`config.mk`:
```
export PLATFORM = sky130hd
export DESIGN_NAME = hazard_control_unit_flat
export DESIGN_NICKNAME = d
export VERILOG_FILES = /design/src/rtl/hazard_control_unit_if.sv /design/src/rtl/hazard_control_unit.sv /design/src/flat_wrapper.sv
export SDC_FILE = /design/constraint.sdc
export NUM_CORES = 1
export LEC_CHECK = 0
export CAP_MARGIN = 20
export CORE_UTILIZATION = 23
export CTS_CLUSTER_SIZE = 25
export DETAILED_ROUTE_END_ITERATION = 16
export GPL_ROUTABILITY_DRIVEN = 0
export SLEW_MARGIN = 10
export SYNTH_ARGS = -nofsm -noshare
export SYNTH_HDL_FRONTEND = slang
export SYNTH_SLANG_ARGS = --single-unit
```
`constraint.sdc`:
```
create_clock -name clk -period 3.7 [get_ports clk]
set_input_delay 0.74 -clock clk [delete_from_list [all_inputs] [get_ports clk]]
set_output_delay 0.74 -clock clk [all_outputs]
set_load 0.01 [all_outputs]
```
`src/rtl/hazard_control_unit_if.sv`:
```
// Control bundle between the pipeline core (master) and the hazard control unit (slave).
// Carries hazard inputs, pipeline register controls, FSM state and performance counters.
interface hazard_control_unit_if #(
    parameter int unsigned CNT_W = 32
);
    logic [4:0]       id_rs1_addr;
    logic [4:0]       id_rs2_addr;
    logic             id_uses_rs1;
    logic             id_uses_rs2;
    logic             ex_mem_read;
    logic [4:0]       ex_rd_addr;
    logic             ex_branch_taken;
    logic             mem_req;
    logic             mem_ready;
    logic             perf_clear;

    logic             pc_write;
    logic             if_id_write;
    logic             if_id_flush;
    logic             id_ex_stall;
    logic             mem_freeze;
    logic [CNT_W-1:0] stall_cycles;
    logic [CNT_W-1:0] flush_count;
    logic [1:0]       fsm_state;

    modport master (
        output id_rs1_addr, id_rs2_addr, id_uses_rs1, id_uses_rs2,
        output ex_mem_read, ex_rd_addr, ex_branch_taken,
        output mem_req, mem_ready, perf_clear,
        input  pc_write, if_id_write, if_id_flush, id_ex_stall, mem_freeze,
        input  stall_cycles, flush_count, fsm_state
    );

    modport slave (
        input  id_rs1_addr, id_rs2_addr, id_uses_rs1, id_uses_rs2,
        input  ex_mem_read, ex_rd_addr, ex_branch_taken,
        input  mem_req, mem_ready, perf_clear,
        output pc_write, if_id_write, if_id_flush, id_ex_stall, mem_freeze,
        output stall_cycles, flush_count, fsm_state
    );
endinterface

```
`src/rtl/hazard_control_unit.sv`:
```
// Hazard control: load-use bubbles, branch flush and data-memory freeze for IF/ID, ID/EX and PC.
// Controls are combinational from registered state; a mem wait parks the FSM and resumes it on mem_ready.
module hazard_control_unit #(
    parameter int unsigned LOAD_LATENCY = 1,
    parameter int unsigned CNT_W        = 32
) (
    input  logic                 clk,
    input  logic                 rst,
    hazard_control_unit_if.slave hz
);
    localparam logic [1:0] ST_RUN      = 2'b00;
    localparam logic [1:0] ST_LU_STALL = 2'b01;
    localparam logic [1:0] ST_MEM_WAIT = 2'b10;

    localparam logic [3:0] LU_RELOAD = 4'(LOAD_LATENCY - 1);

    logic [1:0]       state_q, state_d;
    logic [1:0]       saved_q, saved_d;
    logic [3:0]       cnt_q, cnt_d;
    logic [CNT_W-1:0] stall_cnt_q, stall_cnt_d;
    logic [CNT_W-1:0] flush_cnt_q, flush_cnt_d;

    logic       lu;
    logic       mw;
    logic [1:0] eff_state;
    logic       pc_write_c, if_id_write_c, if_id_flush_c, id_ex_stall_c, mem_freeze_c;
    logic       pc_write_o, if_id_write_o, if_id_flush_o, id_ex_stall_o, mem_freeze_o;
    logic       stall_inc;

    always_comb begin
        lu = hz.ex_mem_read && (hz.ex_rd_addr != 5'd0) &&
             ((hz.id_uses_rs1 && (hz.id_rs1_addr == hz.ex_rd_addr)) ||
              (hz.id_uses_rs2 && (hz.id_rs2_addr == hz.ex_rd_addr)));
        mw = hz.mem_req && !hz.mem_ready;
    end

    // On the mem_ready cycle the parked state acts as if it were current, so it
    // drives outputs and advances exactly as it would have without the wait.
    always_comb begin
        state_d       = state_q;
        saved_d       = saved_q;
        cnt_d         = cnt_q;
        pc_write_c    = 1'b1;
        if_id_write_c = 1'b1;
        if_id_flush_c = 1'b0;
        id_ex_stall_c = 1'b0;
        mem_freeze_c  = 1'b0;

        eff_state = ((state_q == ST_MEM_WAIT) && hz.mem_ready) ? saved_q : state_q;

        if (eff_state == ST_MEM_WAIT) begin
            mem_freeze_c  = 1'b1;
            pc_write_c    = 1'b0;
            if_id_write_c = 1'b0;
        end else if (mw) begin
            mem_freeze_c  = 1'b1;
            pc_write_c    = 1'b0;
            if_id_write_c = 1'b0;
            saved_d       = eff_state;
            state_d       = ST_MEM_WAIT;
        end else if (eff_state == ST_LU_STALL) begin
            pc_write_c    = 1'b0;
            if_id_write_c = 1'b0;
            id_ex_stall_c = 1'b1;
            cnt_d         = cnt_q - 4'd1;
            state_d       = (cnt_q == 4'd1) ? ST_RUN : ST_LU_STALL;
        end else if (hz.ex_branch_taken) begin
            if_id_flush_c = 1'b1;
            id_ex_stall_c = 1'b1;
            state_d       = ST_RUN;
        end else if (lu) begin
            pc_write_c    = 1'b0;
            if_id_write_c = 1'b0;
            id_ex_stall_c = 1'b1;
            if (LOAD_LATENCY > 1) begin
                state_d = ST_LU_STALL;
                cnt_d   = LU_RELOAD;
            end else begin
                state_d = ST_RUN;
            end
        end else begin
            state_d = ST_RUN;
        end
    end

    always_comb begin
        pc_write_o    = !rst && pc_write_c;
        if_id_write_o = !rst && if_id_write_c;
        if_id_flush_o = !rst && if_id_flush_c;
        id_ex_stall_o = !rst && id_ex_stall_c;
        mem_freeze_o  = !rst && mem_freeze_c;
        stall_inc     = (id_ex_stall_o && !if_id_flush_o) || mem_freeze_o;
    end

    always_comb begin
        stall_cnt_d = stall_cnt_q;
        flush_cnt_d = flush_cnt_q;
        if (hz.perf_clear) begin
            stall_cnt_d = '0;
            flush_cnt_d = '0;
        end else begin
            if (stall_inc && (stall_cnt_q != {CNT_W{1'b1}}))
                stall_cnt_d = stall_cnt_q + CNT_W'(1);
            if (if_id_flush_o && (flush_cnt_q != {CNT_W{1'b1}}))
                flush_cnt_d = flush_cnt_q + CNT_W'(1);
        end
    end

    always_ff @(posedge clk or posedge rst) begin
        if (rst) begin
            state_q     <= ST_RUN;
            saved_q     <= ST_RUN;
            cnt_q       <= 4'd0;
            stall_cnt_q <= '0;
            flush_cnt_q <= '0;
        end else begin
            state_q     <= state_d;
            saved_q     <= saved_d;
            cnt_q       <= cnt_d;
            stall_cnt_q <= stall_cnt_d;
            flush_cnt_q <= flush_cnt_d;
        end
    end

    assign hz.pc_write     = pc_write_o;
    assign hz.if_id_write  = if_id_write_o;
    assign hz.if_id_flush  = if_id_flush_o;
    assign hz.id_ex_stall  = id_ex_stall_o;
    assign hz.mem_freeze   = mem_freeze_o;
    assign hz.stall_cycles = stall_cnt_q;
    assign hz.flush_count  = flush_cnt_q;
    assign hz.fsm_state    = state_q;
endmodule

```
`src/flat_wrapper.sv`:
```
// flat-port wrapper written by rule: the top's interface ports become plain ports
module hazard_control_unit_flat 
#(
    parameter int unsigned LOAD_LATENCY = 1,
    parameter int unsigned CNT_W        = 32
)
  (clk, rst, hz_id_rs1_addr, hz_id_rs2_addr, hz_id_uses_rs1, hz_id_uses_rs2, hz_ex_mem_read, hz_ex_rd_addr, hz_ex_branch_taken, hz_mem_req, hz_mem_ready, hz_perf_clear, hz_pc_write, hz_if_id_write, hz_if_id_flush, hz_id_ex_stall, hz_mem_freeze, hz_stall_cycles, hz_flush_count, hz_fsm_state);
  hazard_control_unit_if #(.CNT_W(CNT_W)) hz_i ();
  input  logic clk;
  input  logic rst;
  input wire logic [$bits(hz_i.id_rs1_addr)-1:0] hz_id_rs1_addr;
  input wire logic [$bits(hz_i.id_rs2_addr)-1:0] hz_id_rs2_addr;
  input wire logic [$bits(hz_i.id_uses_rs1)-1:0] hz_id_uses_rs1;
  input wire logic [$bits(hz_i.id_uses_rs2)-1:0] hz_id_uses_rs2;
  input wire logic [$bits(hz_i.ex_mem_read)-1:0] hz_ex_mem_read;
  input wire logic [$bits(hz_i.ex_rd_addr)-1:0] hz_ex_rd_addr;
  input wire logic [$bits(hz_i.ex_branch_taken)-1:0] hz_ex_branch_taken;
  input wire logic [$bits(hz_i.mem_req)-1:0] hz_mem_req;
  input wire logic [$bits(hz_i.mem_ready)-1:0] hz_mem_ready;
  input wire logic [$bits(hz_i.perf_clear)-1:0] hz_perf_clear;
  output wire logic [$bits(hz_i.pc_write)-1:0] hz_pc_write;
  output wire logic [$bits(hz_i.if_id_write)-1:0] hz_if_id_write;
  output wire logic [$bits(hz_i.if_id_flush)-1:0] hz_if_id_flush;
  output wire logic [$bits(hz_i.id_ex_stall)-1:0] hz_id_ex_stall;
  output wire logic [$bits(hz_i.mem_freeze)-1:0] hz_mem_freeze;
  output wire logic [$bits(hz_i.stall_cycles)-1:0] hz_stall_cycles;
  output wire logic [$bits(hz_i.flush_count)-1:0] hz_flush_count;
  output wire logic [$bits(hz_i.fsm_state)-1:0] hz_fsm_state;
  assign hz_i.id_rs1_addr = hz_id_rs1_addr;
  assign hz_i.id_rs2_addr = hz_id_rs2_addr;
  assign hz_i.id_uses_rs1 = hz_id_uses_rs1;
  assign hz_i.id_uses_rs2 = hz_id_uses_rs2;
  assign hz_i.ex_mem_read = hz_ex_mem_read;
  assign hz_i.ex_rd_addr = hz_ex_rd_addr;
  assign hz_i.ex_branch_taken = hz_ex_branch_taken;
  assign hz_i.mem_req = hz_mem_req;
  assign hz_i.mem_ready = hz_mem_ready;
  assign hz_i.perf_clear = hz_perf_clear;
  assign hz_pc_write = hz_i.pc_write;
  assign hz_if_id_write = hz_i.if_id_write;
  assign hz_if_id_flush = hz_i.if_id_flush;
  assign hz_id_ex_stall = hz_i.id_ex_stall;
  assign hz_mem_freeze = hz_i.mem_freeze;
  assign hz_stall_cycles = hz_i.stall_cycles;
  assign hz_flush_count = hz_i.flush_count;
  assign hz_fsm_state = hz_i.fsm_state;
  hazard_control_unit #(.LOAD_LATENCY(LOAD_LATENCY), .CNT_W(CNT_W)) u_core (.clk(clk), .rst(rst), .hz(hz_i));
endmodule
```
== Yosys cells after proc, flatten, opt, wreduce, memory -nomap -nowiden ==
Cells that the tools add are included.

* Output and inout port bits: 71
* Bits in registers: 72
* Input port bits: 24
* Word-level logic and storage cells: 65

* Add/subtract/negate cells: 3
* Equal/unequal tests: 8
* Bitwise gates (word level): 2
* Multiplexer cells: 24
* Reductions and logical operators: 23

{| class="wikitable"
|+ Operators by type and width
! cell !! number
|-
| 32-bit two-way mux || 4
|-
| 32-bit by 1-bit adder with 32-bit output, second input constant || 2
|-
| 32-bit inequality test, second input constant || 2
|-
| 1-bit two-way mux || 17
|-
| 1-bit logical AND || 13
|-
| 5-bit equality test || 2
|-
| 2-bit two-way mux || 3
|-
| 5-bit nonzero test || 1
|-
| 2-bit equality test, second input constant || 2
|-
| 4-bit by 1-bit equality test with 1-bit output, second input constant || 1
|-
| 2-bit nonzero test || 2
|-
| 4-bit by 1-bit subtractor with 4-bit output, second input constant || 1
|-
| 1-bit logical NOT || 3
|-
| 3-bit AND reduction || 1
|-
| 2-bit by 1-bit equality test with 1-bit output, second input constant || 1
|-
| 1-bit logical OR || 2
|-
| 1-bit NOT || 2
|-
| 2-bit AND reduction || 1
|}

== Logic depth before layout (Yosys ltp) ==
Gate-level depths: netlist (run 1).

* Depth after elaboration: 15
* Depth in mapped cells: 9
* Depth with buffers taken out: 7

== Worst setup path after synthesis (run 1) ==
No wires, ideal clock.

* Path kind: input-to-output
* Start: input rst
* End: output hz_mem_freeze
* Data arrival time: 2669 ps
* Path slack: 291 ps
* Stages: 2
* Required time: 2960 ps
* Buffers on the path: 0
* Cell sequence: inv_1 and3_1

* Cells in the longest elaborated chain, start to end: 2

{| class="wikitable"
|+ Ends and longest elaborated chain
! item !! line !! RTL
|-
| from (decl) || flat_wrapper.sv:10 || <nowiki>input logic rst;</nowiki>
|-
| 1-bit logical NOT || hazard_control_unit.sv:91 || <nowiki>mem_freeze_o = !rst && mem_freeze_c;</nowiki>
|-
| 1-bit logical AND || hazard_control_unit.sv:91 ||
|-
| to (decl) || flat_wrapper.sv:25 || <nowiki>output wire logic [$bits(hz_i.mem_freeze)-1:0] hz_mem_freeze;</nowiki>
|}

No other way between the ends.

== Final worst setup path (run 1) ==
* Start: input hz_ex_rd_addr[2]
* End: output hz_id_ex_stall

* Cells in the longest elaborated chain, start to end: 10
* Elaborated cells on any way between the ends: 14
* Those cells by class: 2 x eq/ne; 5 x mux; 7 x reduce/logical

{| class="wikitable"
|+ Ends and longest elaborated chain
! item !! line !! RTL
|-
| from (decl) || flat_wrapper.sv:16 || <nowiki>input wire logic [$bits(hz_i.ex_rd_addr)-1:0] hz_ex_rd_addr;</nowiki>
|-
| 5-bit equality test, on equally long branches || hazard_control_unit.sv:32, hazard_control_unit.sv:33 ||
|-
| 1-bit logical AND, on equally long branches || hazard_control_unit.sv:32, hazard_control_unit.sv:33 ||
|-
| 1-bit logical OR || hazard_control_unit.sv:32 || <nowiki>((hz.id_uses_rs1 && (hz.id_rs1_addr == hz.ex_rd_addr)) ||</nowiki>
|-
| 1-bit logical AND * || hazard_control_unit.sv:31 || <nowiki>lu = hz.ex_mem_read && (hz.ex_rd_addr != 5'd0) &&</nowiki>
|-
| 1-bit two-way mux * || hazard_control_unit.sv:71 || <nowiki>end else if (lu) begin</nowiki>
|-
| 1-bit two-way mux * || hazard_control_unit.sv:67 || <nowiki>end else if (hz.ex_branch_taken) begin</nowiki>
|-
| 1-bit two-way mux * || hazard_control_unit.sv:61 || <nowiki>end else if (eff_state == ST_LU_STALL) begin</nowiki>
|-
| 1-bit two-way mux * || hazard_control_unit.sv:55 || <nowiki>end else if (mw) begin</nowiki>
|-
| 1-bit two-way mux * || hazard_control_unit.sv:51 || <nowiki>if (eff_state == ST_MEM_WAIT) begin</nowiki>
|-
| 1-bit logical AND * || hazard_control_unit.sv:90 || <nowiki>id_ex_stall_o = !rst && id_ex_stall_c;</nowiki>
|-
| to (decl) || flat_wrapper.sv:24 || <nowiki>output wire logic [$bits(hz_i.id_ex_stall)-1:0] hz_id_ex_stall;</nowiki>
|}

Every way passes the cells marked *; elsewhere a longest branch is shown, timed or not.

==> results of run 1 <==
-- stage by stage --
stage               instance area [µm²]  cells  setup TNS [ns]  total power [mW]  hold slack [ns]
global route                       5830    796               0              2.17            0.493
floorplan                          4230    464               0             0.964            0.442
CTS                                5830    796               0              2.11            0.473
global placement                   5470    780          -0.232              1.06            0.456
detailed placement                 5470    780          -0.217              1.06            0.459
finish                             5830    796               0              2.07            0.463
-- cell families after synthesis --
| group | Yosys count | synth area share (%) |
|---|---|---|
| XOR/XNOR | 33 | 6.84 |
| adder cells (fa/ha/maj) | 4 | 1.18 |
| AO/OA/AOI/OAI | 94 | 13.2 |
| buffers and inverters | 35 | 4.12 |
| multiplexers | 4 | 1.07 |
| flip-flops | 72 | 42.6 |
| AND/OR/NAND/NOR | 222 | 31.0 |
-- cells in the mapped netlist, drive strengths merged (2+ instances only) --
cell	n
dfrtp	72
nand4	44
a21oi	42
nor2	32
o21ai	31
nand2	27
or3	27
nand3	23
xnor2	20
clkbuf	18
and3	14
xor2	13
nor2b	11
buf	10
o31ai	8
or4	8
and4	7
inv	7
nor4	7
nor3	6
ha	4
mux2	4
nand2b	4
o41ai	4
a211oi	3
and2	3
nand3b	2
nand4bb	2
or4b	2
-- final cells by class --
cell class | count | area share, %
clock buffer | 10 | 4.10
multi-input combinational | 357 | 38.7
clock inverter | 6 | 1.98
tap | 229 | 4.92
sequential | 72 | 30.9
timing repair buffer | 115 | 18.9
inverter | 7 | 0.451
-- final timing paths --
check,startpoint,to,slack (ns),cells past startpoint
min reg2reg,u_core.cnt_q[3]$_DFFE_PP0P_,u_core.cnt_q[3]$_DFFE_PP0P_,0.46,1
max reg2reg,u_core.hz.fsm_state[0]$_DFFE_PP0N_,u_core.hz.flush_count[25]$_DFFE_PP0P_,1.22,8
min in group asynchronous,rst,u_core.hz.flush_count[0]$_DFFE_PP0P_,1.23,3
max in group asynchronous,rst,u_core.hz.flush_count[31]$_DFFE_PP0P_,1.56,4
min,u_core.cnt_q[3]$_DFFE_PP0P_,u_core.cnt_q[3]$_DFFE_PP0P_,0.46,1
max,hz_ex_rd_addr[2],hz_id_ex_stall,0.30,8
-- sequential cells by signal (all words and copies together) (netlist names) --
register	cells
u_core.hz.flush_count	32
u_core.saved_q	2
u_core.hz.stall_cycles	32
u_core.cnt_q	4
u_core.hz.fsm_state	2
-- power by group --
| part | switching, mW | total, mW | internal, mW | leakage [nW] |
|---|---|---|---|---|
| registers | 0.0248 | 0.837 | 0.812 | 0.995 |
| clock network | 0.353 | 1.03 | 0.681 | 0.169 |
| logic | 0.114 | 0.204 | 0.0901 | 1.01 |
| total | 0.492 | 2.07 | 1.58 | 2.18 |
-- critical path, cell delays in order --
cell and delay (ns):
clkdlybuf4s50_1 0.42, buf_4 0.15, xnor2_1 0.14, nand4_1 0.10, o22ai_1 0.22, nand2b_1 0.10
a211oi_1 0.20, clkdlybuf4s50_1 0.59
-- routing by layer --
| layer | wire, µm | vias up | track usage [%] |
|---|---|---|---|
| met5 | 0 | - | 0 |
| met4 | 136 | 0 | 3.54 |
| met3 | 589 | 11 | 3.97 |
| met2 | 5390 | 72 | 20.5 |
| met1 | 5430 | 1862 | 16.5 |
| li1 | - | 1928 | - |
-- repair_timing --
action                                  4_1_cts  5_1_grt
hold buffers                                  0        0
endpoints found under the hold margin         0        0
resized for setup                             3        0
endpoints found under the setup margin        2        0
==> impl_metrics.csv, run 1 <==
group,metric,value,unit
status,run_status,"finished, final reports clean",
power_and_ir_drop,vdd_drop_max,202,µV
cts,clock_latency,0.34,ns
grt,grtUsageTotal,12.8,%
sta,fin_skew,0.00693,ns
place,io_buffers,94,
synth,syn_area,4230,µm²
synth,ys_top_cells_by_area,"dfrtp_1, nand4_1, a21oi_1, xnor2_1, or3_1",
sta,finalCritPeriodShare,91.9,%
cts,h-tree-depth,3,
grt,overflow,0,
critical_path,crit_path_end_kind,"output port",
sta,tightest_slew,0.889,ns
synth,synth_seq_cells,72,
cts,clk_path_buf_depth,2,
synth,yosys.area.top_type,"dfrtp_1",
cts,cts.sinks,72,
sta,fin_crit,3.40,ns
finish,fillers,1873,
sta,fin_ws,0.299,ns
power_and_ir_drop,powerDensity,356,nW/µm²
grt,antenna_found_initial,0,
critical_path,worstPathMaxFanout,2,
synth,synth_cell_types,52,
synth,synth_cells,464,
cts,cts_buffers,9,
routing,drtPass1Iterations,4,
synth,synth_area_per_cell,9.11,µm²
grt,grt_max_degree,63,
sta,maxSlewViolCount,0,
finish,final_nets,590,
die,core_area,18000,µm²
critical_path,cp.arrival,2.66,ns
routing,wl,11500,µm
routing,wire_per_inst,14.5,µm
finish,final_common_cell,"clkdlybuf4s50_1",
grt,first_global_vias,3721,
finish,area_growth,37.9,%
min_path,hold_class,"flop to flop",
place,place_ws,-0.110,ns
finish,antenna_cells,0,
sta,grt_setup_unrepaired,"no",
synth,yosys.area.top_type_share,42.6,%
critical_path,worst-setup-path-type,"input pin to output port",
grt,grt_pass1_wl,18900,µm
finish,mostFrequentLayoutCells,"clkdlybuf4s50_1, dfrtp_1, nand4_1, a21oi_1, nor2_1",
synth,synth-main-ff-cell,"dfrtp_1",
place,dp_hpwl,8150,µm
finish,multi_input_area,2260,µm²
critical_path,worstSetupStartpointType,"input pin",
synth,ys_seq_area_share,42.6,%
routing,drtAntennaViolNets,0,
sta,slew_headroom,40.7,%
cts,clk_pin_slew_worst_paths,0.06,ns
cts,cts-root-buf,"clkbuf_16",
sta,fmax,294,MHz
cts,tritoncts,"done",
die,die_x,138,µm
routing,drc_errors,0,
die,die_y,138,µm
sta,final_hold_viol_count,0,
die,start_util,23.5,%
power_and_ir_drop,cellLeakagePower,2.18,nW
die,ios,95,
finish,drive_above_1_share,9.70,%
critical_path,critPathRequiredTime,2.96,ns
sta,finalSetupViolCount,0,
cts,cts_setup_buffers,0,
synth,yosys_warnings,0,
synth,synth_nets,492,
routing,vias,3873,
synth,synth_edf_count,0,
finish,final_core_util,32.4,%
flow_run,cap_viol_max_count,0,
finish,seq_area,1800,µm²
routing,viasPerCell,4.87,
die,die_area,18900,µm²
routing,drt-initial-drc-count,258,
die,rows,49,
synth,async_flop_share,100,%
Note: power is estimated with default switching activity, not from simulation.
==> run 2: changes to the inputs <==
CORE_MARGIN = 2   (was default)
==> impl_metrics.csv, run 2 (synthesized netlist as in run 1, its figures left out) <==
group,metric,value,unit
cts,cts-root-buf,"clkbuf_16",
routing,drtAntennaViolNets,0,
finish,antenna_cells,0,
power_and_ir_drop,powerDensity,326,nW/µm²
sta,finalSetupViolCount,0,
routing,drt-initial-drc-count,217,
sta,finalCritPeriodShare,93.0,%
power_and_ir_drop,cellLeakagePower,2.16,nW
routing,drc_errors,0,
finish,final_common_cell,"clkdlybuf4s50_1",
grt,grt_pass1_wl,19600,µm
cts,h-tree-depth,3,
sta,grt_setup_unrepaired,"no",
cts,clk_path_buf_depth,2,
critical_path,crit_path_end_kind,"output port",
grt,first_global_vias,3845,
place,dp_hpwl,8210,µm
finish,fin_area,5770,µm²
flow_run,cap_viol_max_count,0,
min_path,hold_class,"flop to flop",
place,placed_cell_area,5480,µm²
critical_path,cp.arrival,2.70,ns
cts,tritoncts,"done",
finish,mostFrequentLayoutCells,"clkdlybuf4s50_1, dfrtp_1, nand4_1, a21oi_1, nor2_1",
routing,wl,11700,µm
sta,fin_skew,0.00855,ns
die,start_util,23.4,%
place,io_buffers,94,
finish,area_growth,36.6,%
sta,slew_headroom,44.8,%
grt,grt_max_degree,63,
die,core_area,18000,µm²
finish,stdcell_count,797,
die,die_y,140,µm
grt,antenna_found_initial,0,
critical_path,worstSetupStartpointType,"input pin",
die,die_x,140,µm
critical_path,critPathRequiredTime,2.96,ns
sta,hold_slack,0.475,ns
routing,wire_per_inst,14.6,µm
cts,postCtsHoldBufs,0,
sta,final_hold_viol_count,0,
sta,maxSlewViolCount,0,
cts,clk_pin_slew_worst_paths,0.06,ns
place,dp_cells,781,
sta,tightest_slew,0.827,ns
die,die_area,19500,µm²
routing,drtPass1Iterations,4,
status,run_status,"finished, final reports clean",
sta,tns,0,ns
grt,overflow,0,
cts,cts.sinks,72,
die,rows,49,
routing,vias,3964,
sta,fin_crit,3.44,ns
cts,clock_latency,0.34,ns
finish,final_nets,591,
critical_path,worst-setup-path-type,"input pin to output port",
critical_path,worstPathMaxFanout,2,
power_and_ir_drop,p_total,1.88,mW
routing,viasPerCell,4.97,
finish,drive_above_1_share,9.86,%
sta,fmax,291,MHz
die,ios,95,
grt,grtUsageTotal,12.3,%
cts,cts_buffers,9,
power_and_ir_drop,vdd_drop_max,225,µV
[run 2: layout make-up]
class	count	area, µm²
multi-input combinational	357	2250
inverter	7	26.3
clock inverter	6	50.0
sequential	72	1800
clock buffer	10	239
fill	1898	12300
tap	229	287
timing repair buffer	116	1110
[run 2: power breakdown]
group	internal, mW	switching (mW)	leakage, nW	total (mW)
registers	0.812	0.0253	0.995	0.837
logic	0.0888	0.113	1.03	0.202
clock network	0.479	0.364	0.136	0.844
[run 2: per-layer routing]
metal	part of all wire (%)	track usage [%]	wire (µm)
met1	45	16.1	5310
met2	48	19.9	5560
met3	5.7	3.79	671
met4	1.2	3.16	135
met5	0	0	0
[run 2: repair_timing]
action	CTS	global route
setup endpoints to repair	2	1
gates cloned	0	0
resized for setup	3	1
setup buffers	0	0
endpoints found under the hold margin	0	0
[run 2: per-stage QoR]
stage	util (%)	setup slack, ns
4_1_cts	32.0	0.107
6_report	32.0	0.258
3_3_place_gp	30.4	-0.0326
5_1_grt	32.0	0.0693
2_1_floorplan	-	0.291
3_5_place_dp	30.4	-0.0237
[run 2: critical path, cell delays in order]
cell and delay [ns]:
clkdlybuf4s50_1 0.41, or4_1 0.56, o21ai_2 0.15, nand2b_1 0.14, nor2_1 0.04, nor4_1 0.25
buf_4 0.15, dlygate4sd2_1 0.26
[run 2: path summary, 6_finish.rpt]
path                                                    startpoint  slack, ns                                     to  cells past startpoint
worst min-delay path                   u_core.cnt_q[3]$_DFFE_PP0P_       0.47            u_core.cnt_q[3]$_DFFE_PP0P_                      1
min in group asynchronous                                      rst       1.24            u_core.cnt_q[3]$_DFFE_PP0P_                      3
worst max-delay path                              hz_ex_rd_addr[0]       0.26                            hz_pc_write                      8
worst min register to register         u_core.cnt_q[3]$_DFFE_PP0P_       0.47            u_core.cnt_q[3]$_DFFE_PP0P_                      1
worst max register to register  u_core.hz.fsm_state[1]$_DFFE_PP0N_       1.23  u_core.hz.flush_count[25]$_DFFE_PP0P_                      7
max in group asynchronous                                      rst       1.58  u_core.hz.flush_count[28]$_DFFE_PP0P_                      4
==> run 3: changes to the inputs <==
HOLD_SLACK_MARGIN = 0.08   (was default)
MAX_ROUTING_LAYER = met4   (was default)
clock period = 4.35 ns   (was 3.7 ns; I/O delays follow)
==> impl_metrics.csv, run 3 (synthesized netlist as in run 1, its figures left out) <==
group,metric,value,unit
status,run_status,"finished, final reports clean",
finish,stdcell_count,789,
cts,postCtsHoldBufs,0,
die,die_y,140,µm
critical_path,cp.arrival,3.21,ns
flow_run,cap_viol_max_count,0,
min_path,hold_class,"flop to flop",
cts,cts-root-buf,"clkbuf_16",
power_and_ir_drop,cellLeakagePower,2.10,nW
routing,vias,3921,
finish,seq_area,1800,µm²
critical_path,critPathLaunch,"hz_ex_rd_addr[0]",
cts,h-tree-depth,3,
sta,finalSetupViolCount,0,
min_path,hp-start,"u_core.cnt_q[3]$_DFFE_PP0P_",
finish,area_growth,35.0,%
critical_path,worstPathMaxFanout,3,
finish,mostFrequentLayoutCells,"clkdlybuf4s50_1, dfrtp_1, nand4_1, a21oi_1, nor2_1",
finish,final_common_cell,"clkdlybuf4s50_1",
place,io_buffers,94,
critical_path,worstSetupStartpointType,"input pin",
sta,fin_skew,0.00764,ns
die,rows,49,
sta,tightest_slew,0.874,ns
grt,overflow,0,
finish,drive_above_1_share,8.21,%
grt,first_global_vias,3762,
sta,finalCritPeriodShare,93.8,%
cts,cts_buffers,9,
routing,drtPass1Iterations,4,
die,die_x,140,µm
finish,final_core_util,31.6,%
grt,grt_pass1_wl,19800,µm
sta,final_hold_viol_count,0,
power_and_ir_drop,vdd_drop_max,185,µV
routing,viasPerCell,4.97,
routing,wire_per_inst,14.9,µm
sta,slew_headroom,41.5,%
routing,drc_errors,0,
sta,fin_crit,4.08,ns
routing,drt-initial-drc-count,235,
cts,cts_setup_buffers,0,
finish,fillers,1904,
die,ios,95,
sta,tns,0,ns
die,die_area,19500,µm²
cts,clk_pin_slew_worst_paths,0.06,ns
die,start_util,23.4,%
routing,drtAntennaViolNets,0,
sta,grt_setup_unrepaired,"no",
finish,final_nets,583,
place,dp_hpwl,8280,µm
die,core_area,18000,µm²
cts,ctsResizeCount,0,
grt,grt_max_degree,42,
routing,wl,11800,µm
grt,antenna_found_initial,0,
cts,clock_latency,0.34,ns
sta,fmax,245,MHz
place,dp_cells,773,
power_and_ir_drop,powerDensity,287,nW/µm²
cts,cts.sinks,72,
finish,multi_input_area,2250,µm²
critical_path,crit_path_end_kind,"output port",
critical_path,worst-setup-path-type,"input pin to output port",
grt,grtUsageTotal,12.8,%
critical_path,critPathRequiredTime,3.48,ns
sta,maxSlewViolCount,0,
critical_path,r2r_start,"u_core.hz.stall_cycles[19]$_DFFE_PP0P_",
cts,tritoncts,"done",
finish,antenna_cells,0,
cts,clk_path_buf_depth,2,
## run 3: cell type report
| type | instances | area share (%) |
|---|---|---|
| multi-input cells | 357 | 39.4 |
| flip-flops and latches | 72 | 31.6 |
| repair buffers | 108 | 18.2 |
| well taps | 229 | 5.02 |
| clock buffers | 10 | 4.01 |
| clock inverters | 6 | 1.23 |
| inverters | 7 | 0.461 |
## run 3: power by group
group	internal, mW	switching (mW)	total, mW
combinational	0.0749	0.0991	0.174
sequential	0.691	0.0211	0.712
clock	0.446	0.307	0.753
## run 3: path summary, 6_finish.rpt
path / endpoint / slack (ns) / cells past startpoint
min: u_core.cnt_q[3]$_DFFE_PP0P_ / 0.47 / 1
max in group asynchronous: u_core.hz.stall_cycles[11]$_DFFE_PP0P_ / 2.18 / 4
max reg2reg: u_core.hz.stall_cycles[15]$_DFFE_PP0P_ / 1.63 / 7
min in group asynchronous: u_core.hz.flush_count[4]$_DFFE_PP0P_ / 1.27 / 3
min reg2reg: u_core.cnt_q[3]$_DFFE_PP0P_ / 0.47 / 1
max: hz_if_id_write / 0.27 / 7
## run 3: per-stage QoR
step	setup slack, ns	cell area (µm²)	hold WS [ns]	total power, mW
after floorplan	0.681	4230	0.442	0.820
after global placement	0.240	5410	0.457	0.896
after detailed placement	0.240	5410	0.461	0.900
after CTS	0.236	5700	0.475	1.67
after global routing	0.0985	5700	0.493	1.72
final	0.272	5700	0.466	1.64
## run 3: worst max-delay path, cell delays in order
cell             delay (ns)
clkdlybuf4s50_1        0.46
or4_1                  0.53
o21ai_1                0.16
nand2b_1               0.14
nor2_1                 0.04
nor4_1                 0.38
clkdlybuf4s50_1        0.62
## run 3: per-layer routing
metal	GRT usage (%)	vias up	share of wire (%)
li1	-	1909	-
met1	16.3	1889	47
met2	19.9	110	46
met3	3.89	13	5.9
met4	3.58	0	0.87
met5	-	-	0
